File: src/rtl/dma_ctrl.sv
// Byte-wide RAM access controller: queues single-byte read/write requests in a
// small FIFO and executes them in order on a single-port synchronous RAM.
module dma_ctrl #(
    parameter int ADDR_W     = 16,
    parameter int DATA_W     = 8,
    parameter int FIFO_DEPTH = 4
) (
    input  logic              clk,
    input  logic              RST,
    input  logic              req_valid,
    output logic              req_ready,
    input  logic              req_write,
    input  logic [ADDR_W-1:0] req_addr,
    input  logic [DATA_W-1:0] req_wdata,
    output logic              ram_en,
    output logic              ram_we,
    output logic [ADDR_W-1:0] ram_addr,
    output logic [DATA_W-1:0] ram_wdata,
    input  logic [DATA_W-1:0] ram_rdata,
    output logic [DATA_W-1:0] rd_data,
    output logic              done_read,
    output logic              done_write,
    output logic [15:0]       write_count,
    output logic [1:0]        dbg_state
);

    localparam int IDX_W = $clog2(FIFO_DEPTH);
    localparam int PTR_W = IDX_W + 1;
    localparam int ENT_W = 1 + ADDR_W + DATA_W;

    typedef enum logic [1:0] {IDLE = 2'd0, ISSUE = 2'd1, RWAIT = 2'd2} state_t;

    state_t            state_q, state_d;
    logic [PTR_W-1:0]  wr_ptr_q, wr_ptr_d, rd_ptr_q, rd_ptr_d;
    logic [ENT_W-1:0]  fifo_q [FIFO_DEPTH];
    logic [ENT_W-1:0]  fifo_d [FIFO_DEPTH];
    logic              req_ready_q, req_ready_d;
    logic              op_write_q, op_write_d;
    logic [ADDR_W-1:0] ram_addr_q, ram_addr_d;
    logic [DATA_W-1:0] ram_wdata_q, ram_wdata_d;
    logic [DATA_W-1:0] rd_data_q, rd_data_d;
    logic              done_read_q, done_read_d;
    logic [15:0]       write_count_q, write_count_d;

    logic              push, pop, empty, full_d;
    logic [ENT_W-1:0]  head;

    // Handshake: a request transfers on any rising edge where req_valid and
    // req_ready are both 1; req_ready comes straight from a flop, so it never
    // depends on req_valid, and a stalled requester must hold its request.
    assign push  = req_valid && req_ready_q;
    assign empty = (wr_ptr_q == rd_ptr_q);
    assign pop   = (state_q == IDLE) && !empty;
    assign head  = fifo_q[rd_ptr_q[IDX_W-1:0]];

    always_ff @(posedge clk) begin
        if (RST) begin
            state_q       <= IDLE;
            wr_ptr_q      <= '0;
            rd_ptr_q      <= '0;
            req_ready_q   <= 1'b0;
            op_write_q    <= 1'b0;
            ram_addr_q    <= '0;
            ram_wdata_q   <= '0;
            rd_data_q     <= '0;
            done_read_q   <= 1'b0;
            write_count_q <= '0;
        end else begin
            state_q       <= state_d;
            wr_ptr_q      <= wr_ptr_d;
            rd_ptr_q      <= rd_ptr_d;
            req_ready_q   <= req_ready_d;
            op_write_q    <= op_write_d;
            ram_addr_q    <= ram_addr_d;
            ram_wdata_q   <= ram_wdata_d;
            rd_data_q     <= rd_data_d;
            done_read_q   <= done_read_d;
            write_count_q <= write_count_d;
        end
    end

    // Entries are qualified by the pointers, so the storage needs no reset.
    always_ff @(posedge clk) begin
        fifo_q <= fifo_d;
    end

    always_comb begin
        fifo_d   = fifo_q;
        wr_ptr_d = wr_ptr_q;
        rd_ptr_d = rd_ptr_q;
        if (push) begin
            fifo_d[wr_ptr_q[IDX_W-1:0]] = {req_write, req_addr, req_wdata};
            wr_ptr_d = wr_ptr_q + {{IDX_W{1'b0}}, 1'b1};
        end
        if (pop) begin
            rd_ptr_d = rd_ptr_q + {{IDX_W{1'b0}}, 1'b1};
        end
        full_d = (wr_ptr_d[PTR_W-1] != rd_ptr_d[PTR_W-1]) &&
                 (wr_ptr_d[IDX_W-1:0] == rd_ptr_d[IDX_W-1:0]);
        req_ready_d = !full_d;
    end

    always_comb begin
        state_d = state_q;
        case (state_q)
            IDLE:    if (!empty) state_d = ISSUE;
            ISSUE:   state_d = op_write_q ? IDLE : RWAIT;
            RWAIT:   state_d = IDLE;
            default: state_d = IDLE;
        endcase
    end

    always_comb begin
        op_write_d    = op_write_q;
        ram_addr_d    = ram_addr_q;
        ram_wdata_d   = ram_wdata_q;
        rd_data_d     = rd_data_q;
        done_read_d   = 1'b0;
        write_count_d = write_count_q;
        if (pop) begin
            {op_write_d, ram_addr_d, ram_wdata_d} = head;
        end
        if (state_q == ISSUE && op_write_q) begin
            write_count_d = write_count_q + 16'd1;
        end
        // RAM read data is valid during RWAIT; present it one cycle later.
        if (state_q == RWAIT) begin
            rd_data_d   = ram_rdata;
            done_read_d = 1'b1;
        end
    end

    always_comb begin
        ram_en     = (state_q == ISSUE);
        ram_we     = (state_q == ISSUE) && op_write_q;
        done_write = (state_q == ISSUE) && op_write_q;
    end

    assign req_ready   = req_ready_q;
    assign ram_addr    = ram_addr_q;
    assign ram_wdata   = ram_wdata_q;
    assign rd_data     = rd_data_q;
    assign done_read   = done_read_q;
    assign write_count = write_count_q;
    assign dbg_state   = state_q;

endmodule

File: config.mk
export PLATFORM = sky130hd
export DESIGN_NAME = dma_ctrl
export DESIGN_NICKNAME = d
export VERILOG_FILES = /design/src/rtl/dma_ctrl.sv
export SDC_FILE = /design/constraint.sdc
export NUM_CORES = 1
export LEC_CHECK = 0
export CORE_ASPECT_RATIO = 1.5
export CORE_MARGIN = 1
export CORE_UTILIZATION = 50
export CTS_BUF_LIST = sky130_fd_sc_hd__clkbuf_8
export DETAILED_ROUTE_END_ITERATION = 16
export PLACE_DENSITY = 0.76
export REMOVE_ABC_BUFFERS = 1
export SYNTH_ARGS = -nofsm -noshare
export SYNTH_HDL_FRONTEND = slang
export SYNTH_SLANG_ARGS = --single-unit
File: constraint.sdc
create_clock -name clk -period 1.8 [get_ports clk]
set_clock_uncertainty 0.1 [all_clocks]
set_input_delay 0.18 -clock clk [delete_from_list [all_inputs] [get_ports clk]]
set_output_delay 0.18 -clock clk [all_outputs]
set_load 0.005 [all_outputs]
Word-level counts from Yosys, hierarchy flattened
Cells that the tools add are included.
{"block": "classes", "n_lt_le_gt_ge": 3, "n_bitwise": 2, "add_sub_neg": 3, "muxes": 12, "reduce_logical": 8, "eq_ne": 6}
{"cell": "100-bit bitwise mux", "count": 1}
{"cell": "25-bit 2-to-1 mux", "count": 3}
{"cell": "25-bit binary-select mux with 2-bit select", "count": 1}
{"cell": "25-bit demux with 2-bit select", "count": 1}
{"cell": "16-bit by 1-bit adder with 16-bit output (second input constant)", "count": 1}
{"cell": "3-bit by 1-bit adder with 3-bit output (second input constant)", "count": 2}
{"cell": "3-bit greater-or-equal comparator (second input constant)", "count": 2}
{"cell": "3-bit 2-to-1 mux", "count": 2}
{"cell": "2-bit NOT with 3-bit output", "count": 2}
{"cell": "1-bit logical AND", "count": 5}
{"cell": "2-bit 2-to-1 mux", "count": 2}
{"cell": "2-bit one-hot mux with 2 select lines", "count": 1}
{"cell": "3-bit equality test", "count": 1}
{"cell": "3-bit by 1-bit less-than comparator with 1-bit output (second input constant)", "count": 1}
{"cell": "2-bit by 1-bit equality test with 1-bit output (second input constant)", "count": 1}
{"cell": "2-bit equality test", "count": 1}
{"cell": "2-bit equality test (second input constant)", "count": 1}
{"cell": "1-bit logical NOT", "count": 2}
{"cell": "2-bit logical NOT", "count": 1}
{"cell": "2-bit inequality test (second input constant)", "count": 1}
{"cell": "1-bit 2-to-1 mux", "count": 1}
{"cell": "1-bit inequality test", "count": 1}
{"block": "word_totals", "elab_cells": 48, "in_bits": 36, "regBits": 159}

Depth between registers and ports, before layout
{"block": "depth", "word_depth": 7, "depth_mapped": 7, "mapped_depth_nobuf": 5}

Worst setup path before layout
OpenSTA, ideal clock, no wires.
{"block": "synth_timing", "path_type": "register -> register", "startpoint": "register wr_ptr_q[0]", "endpoint": "register req_ready_q, in the netlist req_ready", "path_stages_with_launch": 6, "required_ps": 1567, "arrival_time_ps": 1765, "slack_ps": -198, "path_cell_list": "dfxtp_1 > ha_1 > and3_1 > clkbuf_1 > xnor2_1 > a31oi_1"}
{"block": "synth_via", "elab_chain_len": 7, "elab_cells_between_ends": 10}
{"item": "start, declared", "line_no": "34", "rtl": "logic [PTR_W-1:0] wr_ptr_q, wr_ptr_d, rd_ptr_q, rd_ptr_d;"}
{"item": "start signal, assigned", "line_no": "70", "rtl": "wr_ptr_q <= wr_ptr_d;"}
{"item": "parallel branches: the longest is 5 deep, another holds 3-bit by 1-bit adder with 3-bit output"}
{"item": "1-bit logical AND (*)", "line_no": "98", "rtl": "full_d = (wr_ptr_d[PTR_W-1] != rd_ptr_d[PTR_W-1]) &&"}
{"item": "1-bit logical NOT (*)", "line_no": "100", "rtl": "req_ready_d = !full_d;"}
{"item": "end signal, assigned", "line_no": "72", "rtl": "req_ready_q <= req_ready_d;"}
{"item": "end, declared", "line_no": "37", "rtl": "logic req_ready_q, req_ready_d;"}
Every way passes the cells marked *.
A chain may end at the register's enable or synchronous reset.

Worst setup path after layout
{"block": "layout_timing", "startpoint": "register wr_ptr_q[1]", "endpoint": "register ram_addr_q[9], in the netlist ram_addr[9]"}
{"block": "layout_via", "elab_chain_len": 3}
{"item": "3-bit equality test", "line_no": "52", "rtl": "assign empty = (wr_ptr_q == rd_ptr_q);"}
{"item": "1-bit logical NOT"}
{"item": "1-bit logical AND", "line_no": "53", "rtl": "assign pop = (state_q == IDLE) && !empty;"}
{"item": "end signal, assigned", "line_no": "74", "rtl": "ram_addr_q <= ram_addr_d;"}
{"item": "end, declared", "line_no": "39", "rtl": "logic [ADDR_W-1:0] ram_addr_q, ram_addr_d;"}
No other way between the ends.

==> flow_summary.ini <==
[run_status]
status = finished clean

[critical_path]
reg2reg_to = ram_addr[9]
rr_worst_depth = 6
cp-endpoint = ram_addr[9]
path_depth = 6
rr_startpoint = wr_ptr_q[1]
path_class = reg2reg
required_ns = 2.06
crit_start = wr_ptr_q[1]
crit_path_start_kind = flop
cp-end-kind = flop
critPathSlowestCell = a311oi_4
path_cells = xnor2_2 -> a311oi_4 -> buf_4 -> buf_6 -> nand2_1 -> a21oi_1
path_buf_inv = 2
cp_max_fo = 19
critPathArrivalTime_ns = 2.02
r2r_slack_ns = 0.05
critPathTopFamily = compound AO/OA/AOI/OAI gates
cpPeakStageDelay_ns = 0.41

[floorplanning]
die_x_um = 91.1
die_y_um = 136
start_util_pct = 51.6
dieArea_mm2 = 0.0123
ios = 91
row_count = 48
coreArea_mm2 = 0.0115

[clock_tree]
ctsHoldBuffers = 0
clk_latency_ns = 0.43
h-tree-depth = 4
cts_buffer_depth = 2
cts_buffers = 17
cts-root-buf = clkbuf_8
cts_tree = yes
cts.clk_slew.worst_paths_ns = 0.08
cts.sinks = 159

[hold_path]
min_from = RST
hold_class = in2reg

[sta]
slew_violations = 0
setup_slack_ns = 0.0477
slew_headroom_pct = 68.3
fmax_mhz = 571
setup_viol = 0
fin_crit_sh_pct = 97.3
tightest_slew_ns = 0.474
period_needed_ns = 1.75
final-hold-violation-count = 0
fin_tns_setup_ns = 0

[routing]
drt_iter0_markers = 138
drc = 0
viasPerCell = 5.32
drt-total-wl_mm = 11.6
antenna_left = 0
post_drt_wl_per_cell_um = 16.7
firstDrtPassIters = 4
vias = 3670

[final_layout]
final_common_cell = edfxtp_1
final_net_count = 569
drive_gt1_share_pct = 18.1
final_cell_mix = 100 x edfxtp_1, 86 x clkdlybuf4s50_1, 75 x nand2_1, 54 x dfxtp_1, 39 x a21oi_1
n_antenna_cell = 0
area_growth_pct = 28.3

[yosys]
syn-cell-area_mm2 = 0.00595
synth_cells = 412
synth_cell_type_count = 29
postSynthRegisterBits = 159
synth-seq-area-share_pct = 70.3
ys_warn_count = 0
synth.avg_cell_area_um2 = 14.4

[power]
power_density_mw_per_mm2 = 1210
ir_worst_vdd_v = 0.000848
p_leak_nw = 2.56
power_mw = 9.21

[global_routing]
grt_pass1_wl_mm = 18.3
grt_pass1_vias = 3753
grt-ovfl-total = 0
antenna_found_initial = 0
grt_usage_pct = 19.8
grt_max_degree = 28

[job]
maxCapViolCount = 0

[placement]
port_buffers = 90
dpl.hpwl_mm = 7.70
gp_congestion = 0.770
preCtsSetupSlack_ns = -0.0132
-- cell usage after synthesis, drive strengths merged --
cell | number | area (um2)
a21oi | 39 | 195
a311oi | 1 | 26.3
a31oi | 1 | 6.26
and3 | 6 | 37.5
and3b | 1 | 8.76
and4 | 1 | 8.76
buf | 8 | 45.0
clkbuf | 14 | 52.6
dfxtp | 59 | 1180
edfxtp | 100 | 3000
ha | 6 | 75.1
inv | 5 | 18.8
mux2i | 3 | 30.0
mux4 | 25 | 563
nand2 | 75 | 282
nand2b | 1 | 6.26
nand3 | 5 | 25.0
nand4 | 2 | 12.5
nor2 | 22 | 82.6
nor2b | 3 | 18.8
nor3 | 4 | 20.0
nor3b | 1 | 7.51
nor4 | 1 | 6.26
o21ai | 4 | 20.0
or3 | 4 | 25.0
xnor2 | 18 | 165
xor2 | 3 | 26.3
-- kinds of logic after synthesis --
| logic type | after synthesis | synth area share [%] |
|---|---|---|
| flops | 159 | 70.3 |
| simple gates | 126 | 9.09 |
| compound gates | 45 | 4.17 |
| mux | 28 | 9.97 |
| buf+inv | 27 | 1.96 |
| xor+xnor | 21 | 3.22 |
| fa+ha+maj | 6 | 1.26 |
-- worst min-delay path by stage --
| stage | end | slack [ns] | depth (start not counted) |
|---|---|---|---|
| after CTS | write_count[5] | 0.001 | 2 |
| after global routing | write_count[5] | 0.03 | 2 |
| after global placement | dbg_state[1] | 0.33 | 1 |
| after detailed placement | dbg_state[1] | 0.33 | 1 |
| after floorplan | op_write_q | 0.15 | 1 |
| final | write_count[5] | 0.03 | 2 |
-- through the flow --
step	hold slack [ns]	utilization (%)	instances	cell area (um2)
after floorplan	0.149	-	390	5850
after global placement	0.325	62.3	653	7180
after detailed placement	0.332	62.3	653	7180
after CTS	0.00131	65.8	688	7590
after global routing	0.0253	66.2	690	7630
final	0.0322	66.2	690	7630
-- power breakdown --
part / total [mW] / switching (mW) / internal [mW]
clock: 2.40 / 1.28 / 1.12
sequential: 4.38 / 0.177 / 4.20
combinational: 2.43 / 1.12 / 1.31
-- cell type report --
| cell class | instances | area (um2) |
|---|---|---|
| tap | 150 | 188 |
| clock inverter | 14 | 120 |
| multi-input combinational | 226 | 1680 |
| sequential | 159 | 4190 |
| timing repair buffer | 118 | 1180 |
| inverter | 5 | 18.8 |
| clock buffer | 18 | 248 |
| fill | 840 | 3900 |
-- sequential cells by signal, summed over array words and instances (netlist names) --
| name | cells |
|---|---|
| ram_addr | 16 |
| done_read | 1 |
| rd_data | 8 |
| ram_wdata | 8 |
| wr_ptr_q | 3 |
| dbg_state | 2 |
| fifo_q | 100 |
| rd_ptr_q | 3 |
| op_write_q | 1 |
| write_count | 16 |
| req_ready | 1 |
-- routing by layer --
metal / share of wire [%] / GRT usage (%)
met5: 0 / 0
met1: 38 / 21.3
met4: 1.2 / 6.44
met3: 3.7 / 5.44
met2: 57 / 37.4
-- timing repair --
action,CTS,global route
setup endpoints to repair,6,8
setup buffers,4,2
gates resized for setup,8,7
pin swaps,2,2
gates cloned,0,0
Note: power is estimated with default switching activity, not from simulation.
